File: config.mk
export PLATFORM = sky130hd
export DESIGN_NAME = hls_fp17_add_chn_o_skid_flat
export DESIGN_NICKNAME = d
export VERILOG_FILES = /design/src/rtl/hls_fp17_add_pkg.sv /design/src/rtl/hls_fp17_add_chn_o_skid_if.sv /design/src/rtl/hls_fp17_add_sat_cnt.sv /design/src/rtl/hls_fp17_add_chn_o_skid.sv /design/src/flat_wrapper.sv
export SDC_FILE = /design/constraint.sdc
export NUM_CORES = 1
export LEC_CHECK = 0
export ABC_AREA = 1
export CELL_PAD_IN_SITES_DETAIL_PLACEMENT = 1
export CELL_PAD_IN_SITES_GLOBAL_PLACEMENT = 1
export CORE_MARGIN = 5
export CORE_UTILIZATION = 37
export DETAILED_ROUTE_END_ITERATION = 8
export PLACE_DENSITY = 0.76
export SLEW_MARGIN = 20
export SYNTH_ARGS = -nofsm -noshare
export SYNTH_HDL_FRONTEND = slang
export SYNTH_SLANG_ARGS = --single-unit
File: constraint.sdc
create_clock -name nvdla_core_clk -period 2.5 [get_ports nvdla_core_clk]
set_input_delay 0.5 -clock nvdla_core_clk [delete_from_list [all_inputs] [get_ports nvdla_core_clk]]
set_output_delay 0.5 -clock nvdla_core_clk [all_outputs]
set_load 0.01 [all_outputs]
File: src/rtl/hls_fp17_add_pkg.sv
// Shared fp17 adder definitions.
// Reused by the core and the channel holding stages.
package hls_fp17_add_pkg;

    localparam int FP17_W = 17;
    localparam int OCC_W  = 2;
    localparam int DEPTH  = 2;

    typedef logic [FP17_W-1:0] fp17_t;
    typedef logic [OCC_W-1:0]  occ_t;

endpackage

File: src/rtl/hls_fp17_add_chn_o_skid_if.sv
// chn_o skid stage bundle: core-side handshake, downstream handshake,
// and debug observability.
interface hls_fp17_add_chn_o_skid_if
    import hls_fp17_add_pkg::*;
#(
    parameter int WIDTH = FP17_W,
    parameter int CNT_W = 16
);
    logic             core_vld;
    logic [WIDTH-1:0] core_pd;
    logic             core_rdy;
    logic             chn_o_lz;
    logic [WIDTH-1:0] chn_o_z;
    logic             chn_o_vz;
    occ_t             occ;
    logic             pend;
    logic [CNT_W-1:0] stall_cnt;
    logic             stall_clr;

    modport master (
        input  core_vld, core_pd, chn_o_vz, stall_clr,
        output core_rdy, chn_o_lz, chn_o_z, occ, pend, stall_cnt
    );

    modport slave (
        output core_vld, core_pd, chn_o_vz, stall_clr,
        input  core_rdy, chn_o_lz, chn_o_z, occ, pend, stall_cnt
    );

endinterface

File: src/rtl/hls_fp17_add_sat_cnt.sv
// Saturating up-counter with synchronous clear.
// Clear wins over increment; holds at all-ones.
module hls_fp17_add_sat_cnt #(
    parameter int W = 16
) (
    input  logic         nvdla_core_clk,
    input  logic         nvdla_core_rstn,
    input  logic         inc,
    input  logic         clr,
    output logic [W-1:0] cnt
);

    always_ff @(posedge nvdla_core_clk or negedge nvdla_core_rstn) begin
        if (!nvdla_core_rstn) begin
            cnt <= '0;
        end else if (clr) begin
            cnt <= '0;
        end else if (inc && (cnt != '1)) begin
            cnt <= cnt + 1'b1;
        end
    end

endmodule

File: src/rtl/hls_fp17_add_chn_o_skid.sv
// Two-entry registered skid buffer on the fp17 adder chn_o port,
// with occupancy, pending flag and stall counter for debug.
module hls_fp17_add_chn_o_skid
    import hls_fp17_add_pkg::*;
#(
    parameter int WIDTH = FP17_W,
    parameter int CNT_W = 16
) (
    input  logic                              nvdla_core_clk,
    input  logic                              nvdla_core_rstn,
    hls_fp17_add_chn_o_skid_if.master         bus
);

    occ_t             cnt;
    occ_t             cnt_nxt;
    logic [WIDTH-1:0] head;
    logic [WIDTH-1:0] tail;
    logic             rdy;
    logic             pend;
    logic             push;
    logic             pop;
    logic             lz;
    logic             stall;
    logic [CNT_W-1:0] stall_cnt;

    assign lz    = (cnt != 2'd0);
    assign push  = bus.core_vld & rdy;
    assign pop   = lz & bus.chn_o_vz;
    assign stall = lz & ~bus.chn_o_vz;

    always_comb begin
        cnt_nxt = cnt + {1'b0, push} - {1'b0, pop};
    end

    // Ready is registered from next occupancy so it never sees chn_o_vz.
    always_ff @(posedge nvdla_core_clk or negedge nvdla_core_rstn) begin
        if (!nvdla_core_rstn) begin
            cnt  <= 2'd0;
            head <= '0;
            tail <= '0;
            rdy  <= 1'b1;
            pend <= 1'b0;
        end else begin
            cnt <= cnt_nxt;
            rdy <= (cnt_nxt <= 2'd1);
            if (stall) begin
                pend <= 1'b1;
            end else if (pop || (cnt_nxt == 2'd0)) begin
                pend <= 1'b0;
            end
            unique case (1'b1)
                (cnt == 2'd0): begin
                    if (push) head <= bus.core_pd;
                end
                (cnt == 2'd1): begin
                    if (push && pop) head <= bus.core_pd;
                    else if (push)   tail <= bus.core_pd;
                end
                (cnt == 2'd2): begin
                    if (pop) begin
                        head <= tail;
                        if (push) tail <= bus.core_pd;
                    end
                end
                default: ;
            endcase
        end
    end

    hls_fp17_add_sat_cnt #(
        .W (CNT_W)
    ) u_stall_cnt (
        .nvdla_core_clk  (nvdla_core_clk),
        .nvdla_core_rstn (nvdla_core_rstn),
        .inc             (stall),
        .clr             (bus.stall_clr),
        .cnt             (stall_cnt)
    );

    assign bus.core_rdy  = rdy;
    assign bus.chn_o_lz  = lz;
    assign bus.chn_o_z   = head;
    assign bus.occ       = cnt;
    assign bus.pend      = pend;
    assign bus.stall_cnt = stall_cnt;

endmodule

File: src/flat_wrapper.sv
// flat-port wrapper written by rule: the top's interface ports become plain ports
module hls_fp17_add_chn_o_skid_flat import hls_fp17_add_pkg::*;
#(
    parameter int WIDTH = FP17_W,
    parameter int CNT_W = 16
)
  (nvdla_core_clk, nvdla_core_rstn, bus_core_vld, bus_core_pd, bus_chn_o_vz, bus_stall_clr, bus_core_rdy, bus_chn_o_lz, bus_chn_o_z, bus_occ, bus_pend, bus_stall_cnt);
  hls_fp17_add_chn_o_skid_if #(.WIDTH(WIDTH), .CNT_W(CNT_W)) bus_i ();
  input  logic nvdla_core_clk;
  input  logic nvdla_core_rstn;
  input wire logic [$bits(bus_i.core_vld)-1:0] bus_core_vld;
  input wire logic [$bits(bus_i.core_pd)-1:0] bus_core_pd;
  input wire logic [$bits(bus_i.chn_o_vz)-1:0] bus_chn_o_vz;
  input wire logic [$bits(bus_i.stall_clr)-1:0] bus_stall_clr;
  output wire logic [$bits(bus_i.core_rdy)-1:0] bus_core_rdy;
  output wire logic [$bits(bus_i.chn_o_lz)-1:0] bus_chn_o_lz;
  output wire logic [$bits(bus_i.chn_o_z)-1:0] bus_chn_o_z;
  output wire logic [$bits(bus_i.occ)-1:0] bus_occ;
  output wire logic [$bits(bus_i.pend)-1:0] bus_pend;
  output wire logic [$bits(bus_i.stall_cnt)-1:0] bus_stall_cnt;
  assign bus_i.core_vld = bus_core_vld;
  assign bus_i.core_pd = bus_core_pd;
  assign bus_i.chn_o_vz = bus_chn_o_vz;
  assign bus_i.stall_clr = bus_stall_clr;
  assign bus_core_rdy = bus_i.core_rdy;
  assign bus_chn_o_lz = bus_i.chn_o_lz;
  assign bus_chn_o_z = bus_i.chn_o_z;
  assign bus_occ = bus_i.occ;
  assign bus_pend = bus_i.pend;
  assign bus_stall_cnt = bus_i.stall_cnt;
  hls_fp17_add_chn_o_skid #(.WIDTH(WIDTH), .CNT_W(CNT_W)) u_core (.nvdla_core_clk(nvdla_core_clk), .nvdla_core_rstn(nvdla_core_rstn), .bus(bus_i));
endmodule
==> flow_metrics.env, run 1 <==
export IMPL_layout_min_cycle_time_ns=2.25
export IMPL_detail_route_antenna_nets=0
export IMPL_die_area_um2=9840
export IMPL_die_width_um=99.2
export IMPL_synth_ff_type="dfrtp_1"
export IMPL_final_hold_viol_count=0
export IMPL_gr_usage_met2_pct=29.0
export IMPL_place_congestion=0.846
export IMPL_grt_pass1_wl_mm=13.6
export IMPL_core_area_um2=7730
export IMPL_cts_resized_gates=0
export IMPL_post_dp_hpwl_mm=5.83
export IMPL_critical_path_startpoint_type="flip-flop"
export IMPL_cts_hold_buffers=0
export IMPL_fp_row_count=32
export IMPL_synth_nets=406
export IMPL_start_util_pct=38.1
export IMPL_clock_sinks=54
export IMPL_routed_wl_mm=7.86
export IMPL_routedWlPerCell_um=14.6
export IMPL_max_freq_mhz=445
export IMPL_drtIter0Drc=101
export IMPL_grt_max_degree=35
export IMPL_cts_made_buffers=5
export IMPL_final_setup_skew_ns=0.00988
export IMPL_setup_ws_ns=0.252
export IMPL_dp_slack_ns=0.334
export IMPL_stdcell_count=539
export IMPL_ys_ff_latch=54
export IMPL_antenna_found_initial=0
export IMPL_drt_vias_per_instance=5.00
export IMPL_port_buffer_count=59
export IMPL_fin_setup_tns_ns=0
export IMPL_syn_inst=377
export IMPL_cts_clk_slew_worst_paths_ns=0.11
export IMPL_seq_area_frac_synth_pct=45.9
export IMPL_synthTopCellsByArea="dfrtp_1, nand2_1, inv_1"
export IMPL_cts_tree="done"
export IMPL_die_h_um=99.2
export IMPL_arrival_ns=1.75
export IMPL_ir_drop_mv=0.438
export IMPL_worstMarginPinSlew_ns=0.570
export IMPL_finalSetupViolCount=0
export IMPL_grt_pass1_vias=2835
export IMPL_period_share_pct=89.9
export IMPL_setup_worst_path_class="reg2out"
export IMPL_drv_cap=0
export IMPL_power_density_nw_per_um2=969
export IMPL_grt_usage_pct=16.5
export IMPL_top_usage_layer="met2"
export IMPL_cts_setup_buffers=0
export IMPL_cp_max_fo=4
export IMPL_p_leak_nw=1.84
export IMPL_netlist_area_um2=2940
export IMPL_antenna_cells=0
export IMPL_hp_class="in2async"
export IMPL_end_kind="output port"
export IMPL_synth_top_area_cell="dfrtp_1"
export IMPL_overflow=0
export IMPL_rsz0062_at_grt="false"
export IMPL_dp_cells=531
export IMPL_met3_usage_pct=3.09
export IMPL_io_pins=60
export IMPL_synth_area_per_cell_um2=7.81
export IMPL_drive_above_1_share_pct=8.92
export IMPL_synth_top_area_share_pct=45.0
export IMPL_slew_violations=0
export IMPL_layout_common_cells="nand2_1, clkdlybuf4s50_1, dfrtp_1"
export IMPL_syn2layout_area_growth_pct=26.3
export IMPL_async_flop_share_pct=100
export IMPL_synth_cell_types=30
export IMPL_cts_buffer_depth=2
export IMPL_vias=2695
export IMPL_drtPass1Iterations=4
export IMPL_cp_required_ns=2.00
export IMPL_insertion_delay_ns=0.31
export IMPL_yosys_warnings=0
export IMPL_nets=465
export IMPL_route_detailed_drc=0
export IMPL_status="completed"
export IMPL_htreeDepth=2
export IMPL_fillers=938
export IMPL_clock_root_buffer="clkbuf_8"
export IMPL_grtUsageMet1_pct=21.6
export IMPL_synth_edf_count=0
export IMPL_mostFrequentLayoutCell="nand2_1"
export IMPL_relSlewSlack_pct=62.0
## kinds of logic (layout without fill, tap and decap cells)
logic type	count (synthesis)	count (layout)	share of synthesized area, %
compound gates	53	53	9.27
fa+ha+maj	7	7	2.97
buf+inv	59	119	8.67
xor+xnor	8	8	2.38
flops	54	54	45.9
simple gates	196	196	30.8
## report_power, final
group / leakage [nW] / switching [mW] / internal, mW
clock: 0.0452 / 0.303 / 0.199
sequential: 0.696 / 0.187 / 1.18
combinational: 1.10 / 1.02 / 0.713
## final timing paths
kind,startpoint,to,slack (ns),cells past startpoint
max in group asynchronous,nvdla_core_rstn,u_core.tail[1]$_DFFE_PN0P_,1.75,2
min in group nvdla_core_clk,u_core.bus.chn_o_z[7]$_DFFE_PN0P_,u_core.bus.chn_o_z[7]$_DFFE_PN0P_,0.50,2
worst min-delay path,nvdla_core_rstn,u_core.tail[6]$_DFFE_PN0P_,0.17,1
worst max register to register,u_core.bus.occ[0]$_DFF_PN0_,u_core.bus.pend$_DFFE_PN0P_,0.43,12
worst max-delay path,u_core.bus.occ[0]$_DFF_PN0_,bus_chn_o_lz,0.25,4
worst min register to register,u_core.bus.chn_o_z[7]$_DFFE_PN0P_,u_core.bus.chn_o_z[7]$_DFFE_PN0P_,0.50,2
## per-layer routing
metal / wire length (um) / vias up
li1: - / 1303
met1: 3510 / 1331
met2: 3980 / 59
met3: 336 / 2
met4: 27 / 0
met5: 0 / -
## synthesized netlist by cell type (5+ instances only)
library cell	n
o21ai_0	24
nand2_1	131
o21ai_1	27
dfrtp_1	53
nand3_1	26
nor2_1	12
nand4_1	6
xor2_1	8
nor2_4	5
ha_1	7
inv_1	41
## worst max-delay path, cell delays in order, from the launching register on
cell and delay, ns:
dfrtp_1 0.43, inv_1 0.11, ha_1 0.26, inv_2 0.10
clkdlybuf4s50_1 0.53
## metrics by stage
stage               cell area (um2)  utilization (%)  hold WS [ns]  total power, mW
finish                         3720             48.1         0.167             3.60
global route                   3720             48.1         0.197             3.92
floorplan                      2940                -         0.204             2.42
detailed placement             3630             47.0         0.477             3.15
global placement               3630             47.0         0.471             3.07
CTS                            3720             48.1         0.186             3.66
## cell type report
class / count / area [um2] / share of cell area [%]
timing repair buffer: 65 / 643 / 17.3
clock buffer: 6 / 72.6 / 1.95
clock inverter: 2 / 13.8 / 0.370
tap: 102 / 128 / 3.43
sequential: 54 / 1350 / 36.4
multi-input combinational: 264 / 1340 / 35.9
inverter: 46 / 173 / 4.64
## sequential cells by signal, indices dropped and copies added, names as in the netlist
name	cells
u_core.bus.occ	2
u_core.tail	17
u_core.bus.pend	1
u_core.bus.core_rdy	1
u_core.bus.chn_o_z	17
u_core.u_stall_cnt.cnt	16
Power figures use the tool's default switching activity.
==> run 2, diff against run 1 <==
- GPL_TIMING_DRIVEN: default -> 0
==> run 2 against run 1 <==
Against the previous run:
- final cell count grew 1.3%
- clock power up 20%
- clock skew shrank 0.0042 ns
- sequential cell count stayed put
- critical path depth stayed put
- highest routed layer unchanged
- die area is the same
- combinational power is 5% higher
- clock-buffer cell count fell by 1
- largest power group unchanged
- hold slack better by 0.063 ns
- sequential share of layout area fell by 0.48 points
- routed wire length rose by 3.7%
- worst setup slack improved by 0.0014 ns
- critical path type unchanged
==> flow_metrics.env, run 2 (same netlist as run 1, synthesis figures left out) <==
export IMPL_status="completed"
export IMPL_cp_max_fo=5
export IMPL_drt_vias_per_instance=4.89
export IMPL_layout_min_cycle_time_ns=2.25
export IMPL_cts_made_buffers=5
export IMPL_fp_row_count=32
export IMPL_final_hold_viol_count=0
export IMPL_clock_sinks=54
export IMPL_cts_buffer_depth=2
export IMPL_max_freq_mhz=445
export IMPL_dp_slack_ns=0.278
export IMPL_ir_drop_mv=0.402
export IMPL_end_kind="output port"
export IMPL_crit_slowest_cell="clkdlybuf4s50_1"
export IMPL_power_density_nw_per_um2=999
export IMPL_nets=472
export IMPL_crit_path_cell_trace="inv_1 -> ha_1 -> inv_2 -> clkdlybuf4s50_1"
export IMPL_cts_setup_buffers=0
export IMPL_slowest_delay_ns=0.54
export IMPL_cts_tree="done"
export IMPL_finalSetupViolCount=0
export IMPL_layout_common_cells="nand2_1, clkdlybuf4s50_1, dfrtp_1"
export IMPL_overflow=0
export IMPL_setup_ws_ns=0.253
export IMPL_routed_wl_mm=8.15
export IMPL_htreeDepth=2
export IMPL_routedWlPerCell_um=14.9
export IMPL_antenna_cells=0
export IMPL_final_setup_skew_ns=0.00569
export IMPL_relSlewSlack_pct=52.4
export IMPL_grt_pass1_wl_mm=13.9
export IMPL_vias=2669
export IMPL_slew_violations=0
export IMPL_start_util_pct=38.1
export IMPL_arrival_ns=1.75
export IMPL_antenna_found_initial=0
export IMPL_mostFrequentLayoutCell="nand2_1"
export IMPL_grt_usage_pct=17.3
export IMPL_worstMarginPinSlew_ns=0.715
export IMPL_grt_pass1_vias=2811
export IMPL_drive_above_1_share_pct=9.68
export IMPL_cp_required_ns=2.00
export IMPL_cts_resized_gates=0
export IMPL_die_width_um=99.2
export IMPL_critical_path_startpoint_type="flip-flop"
export IMPL_p_leak_nw=1.86
export IMPL_die_area_um2=9840
export IMPL_cts_hold_buffers=0
export IMPL_drtIter0Drc=97
export IMPL_period_share_pct=89.9
export IMPL_route_detailed_drc=0
export IMPL_detail_route_antenna_nets=0
export IMPL_drv_cap=0
export IMPL_core_area_um2=7730
export IMPL_io_pins=60
export IMPL_setup_worst_path_class="reg2out"
export IMPL_post_dp_hpwl_mm=6.03
export IMPL_clock_root_buffer="clkbuf_8"
export IMPL_syn2layout_area_growth_pct=28.0
export IMPL_grt_max_degree=55
export IMPL_place_congestion=0.806
export IMPL_hp_class="in2async"
export IMPL_port_buffer_count=59
export IMPL_die_h_um=99.2
export IMPL_drtPass1Iterations=4
export IMPL_rsz0062_at_grt="false"
export IMPL_cts_clk_slew_worst_paths_ns=0.10
export IMPL_fin_setup_tns_ns=0
export IMPL_insertion_delay_ns=0.31
-- run 2: changes by cell type in the layout (fill, tap and decap cells not counted), sizes merged --
cell / previous run / this run
bufinv: 0 / 1
clkbuf: 6 / 12
-- run 2: worst max-delay path: cells and delay by family, from the launching register on --
family	cells	cell delay, ns
adder cells (fa/ha/maj)	1	0.25
buffers and inverters	3	0.75
flip-flops	1	0.43
-- run 2: path summary, 6_finish.rpt --
| path | startpoint | cells after the start | to | slack, ns |
|---|---|---|---|---|
| worst max-delay path | u_core.bus.occ[1]$_DFF_PN0_ | 4 | bus_chn_o_lz | 0.25 |
| worst min-delay path | nvdla_core_rstn | 1 | u_core.bus.chn_o_z[7]$_DFFE_PN0P_ | 0.23 |
| worst max register to register | u_core.bus.occ[1]$_DFF_PN0_ | 12 | u_core.bus.pend$_DFFE_PN0P_ | 0.42 |
| worst min register to register | u_core.tail[10]$_DFFE_PN0P_ | 2 | u_core.tail[10]$_DFFE_PN0P_ | 0.50 |
| max in group asynchronous | nvdla_core_rstn | 1 | u_core.tail[15]$_DFFE_PN0P_ | 1.80 |
| min in group nvdla_core_clk | u_core.tail[10]$_DFFE_PN0P_ | 2 | u_core.tail[10]$_DFFE_PN0P_ | 0.50 |
-- run 2: area by class of cell --
| type | instances | area [um2] |
|---|---|---|
| Buffer | 13 | 82.6 |
| Fill cell | 949 | 3960 |
| Multi-Input combinational cell | 264 | 1340 |
| Sequential cell | 54 | 1350 |
| Tap cell | 102 | 128 |
| Timing Repair Buffer | 59 | 588 |
| Clock buffer | 5 | 68.8 |
| Inverter | 46 | 173 |
| Clock inverter | 3 | 40.0 |
-- run 2: where the power goes --
part	switching [mW]	internal, mW	leakage [nW]
clock network	0.305	0.296	0.0579
logic	1.07	0.736	1.11
registers	0.176	1.18	0.696
total	1.55	2.21	1.86
-- run 2: stage by stage --
stage	instance area [um2]	hold slack (ns)	util (%)	power, mW	instances
CTS	3770	0.256	48.8	3.83	546
global placement	3660	0.470	47.4	3.14	538
global route	3770	0.289	48.8	4.08	546
finish	3770	0.230	48.8	3.77	546
floorplan	2940	0.204	-	2.42	377
detailed placement	3660	0.478	47.4	3.22	538
-- run 2: layer usage --
layer	global-route usage [%]	share of wire, %	vias up
li1	-	-	1318
met1	21.9	44	1299
met2	30.2	50	47
met3	3.44	4.3	5
met4	4.10	0.96	0
met5	0	0	-
==> run 3, diff against run 2 <==
- ABC_CLOCK_PERIOD_IN_PS: default -> 2500
==> results of run 3 <==
No change in the layout: final DEF, timing and power equal those of run 2.
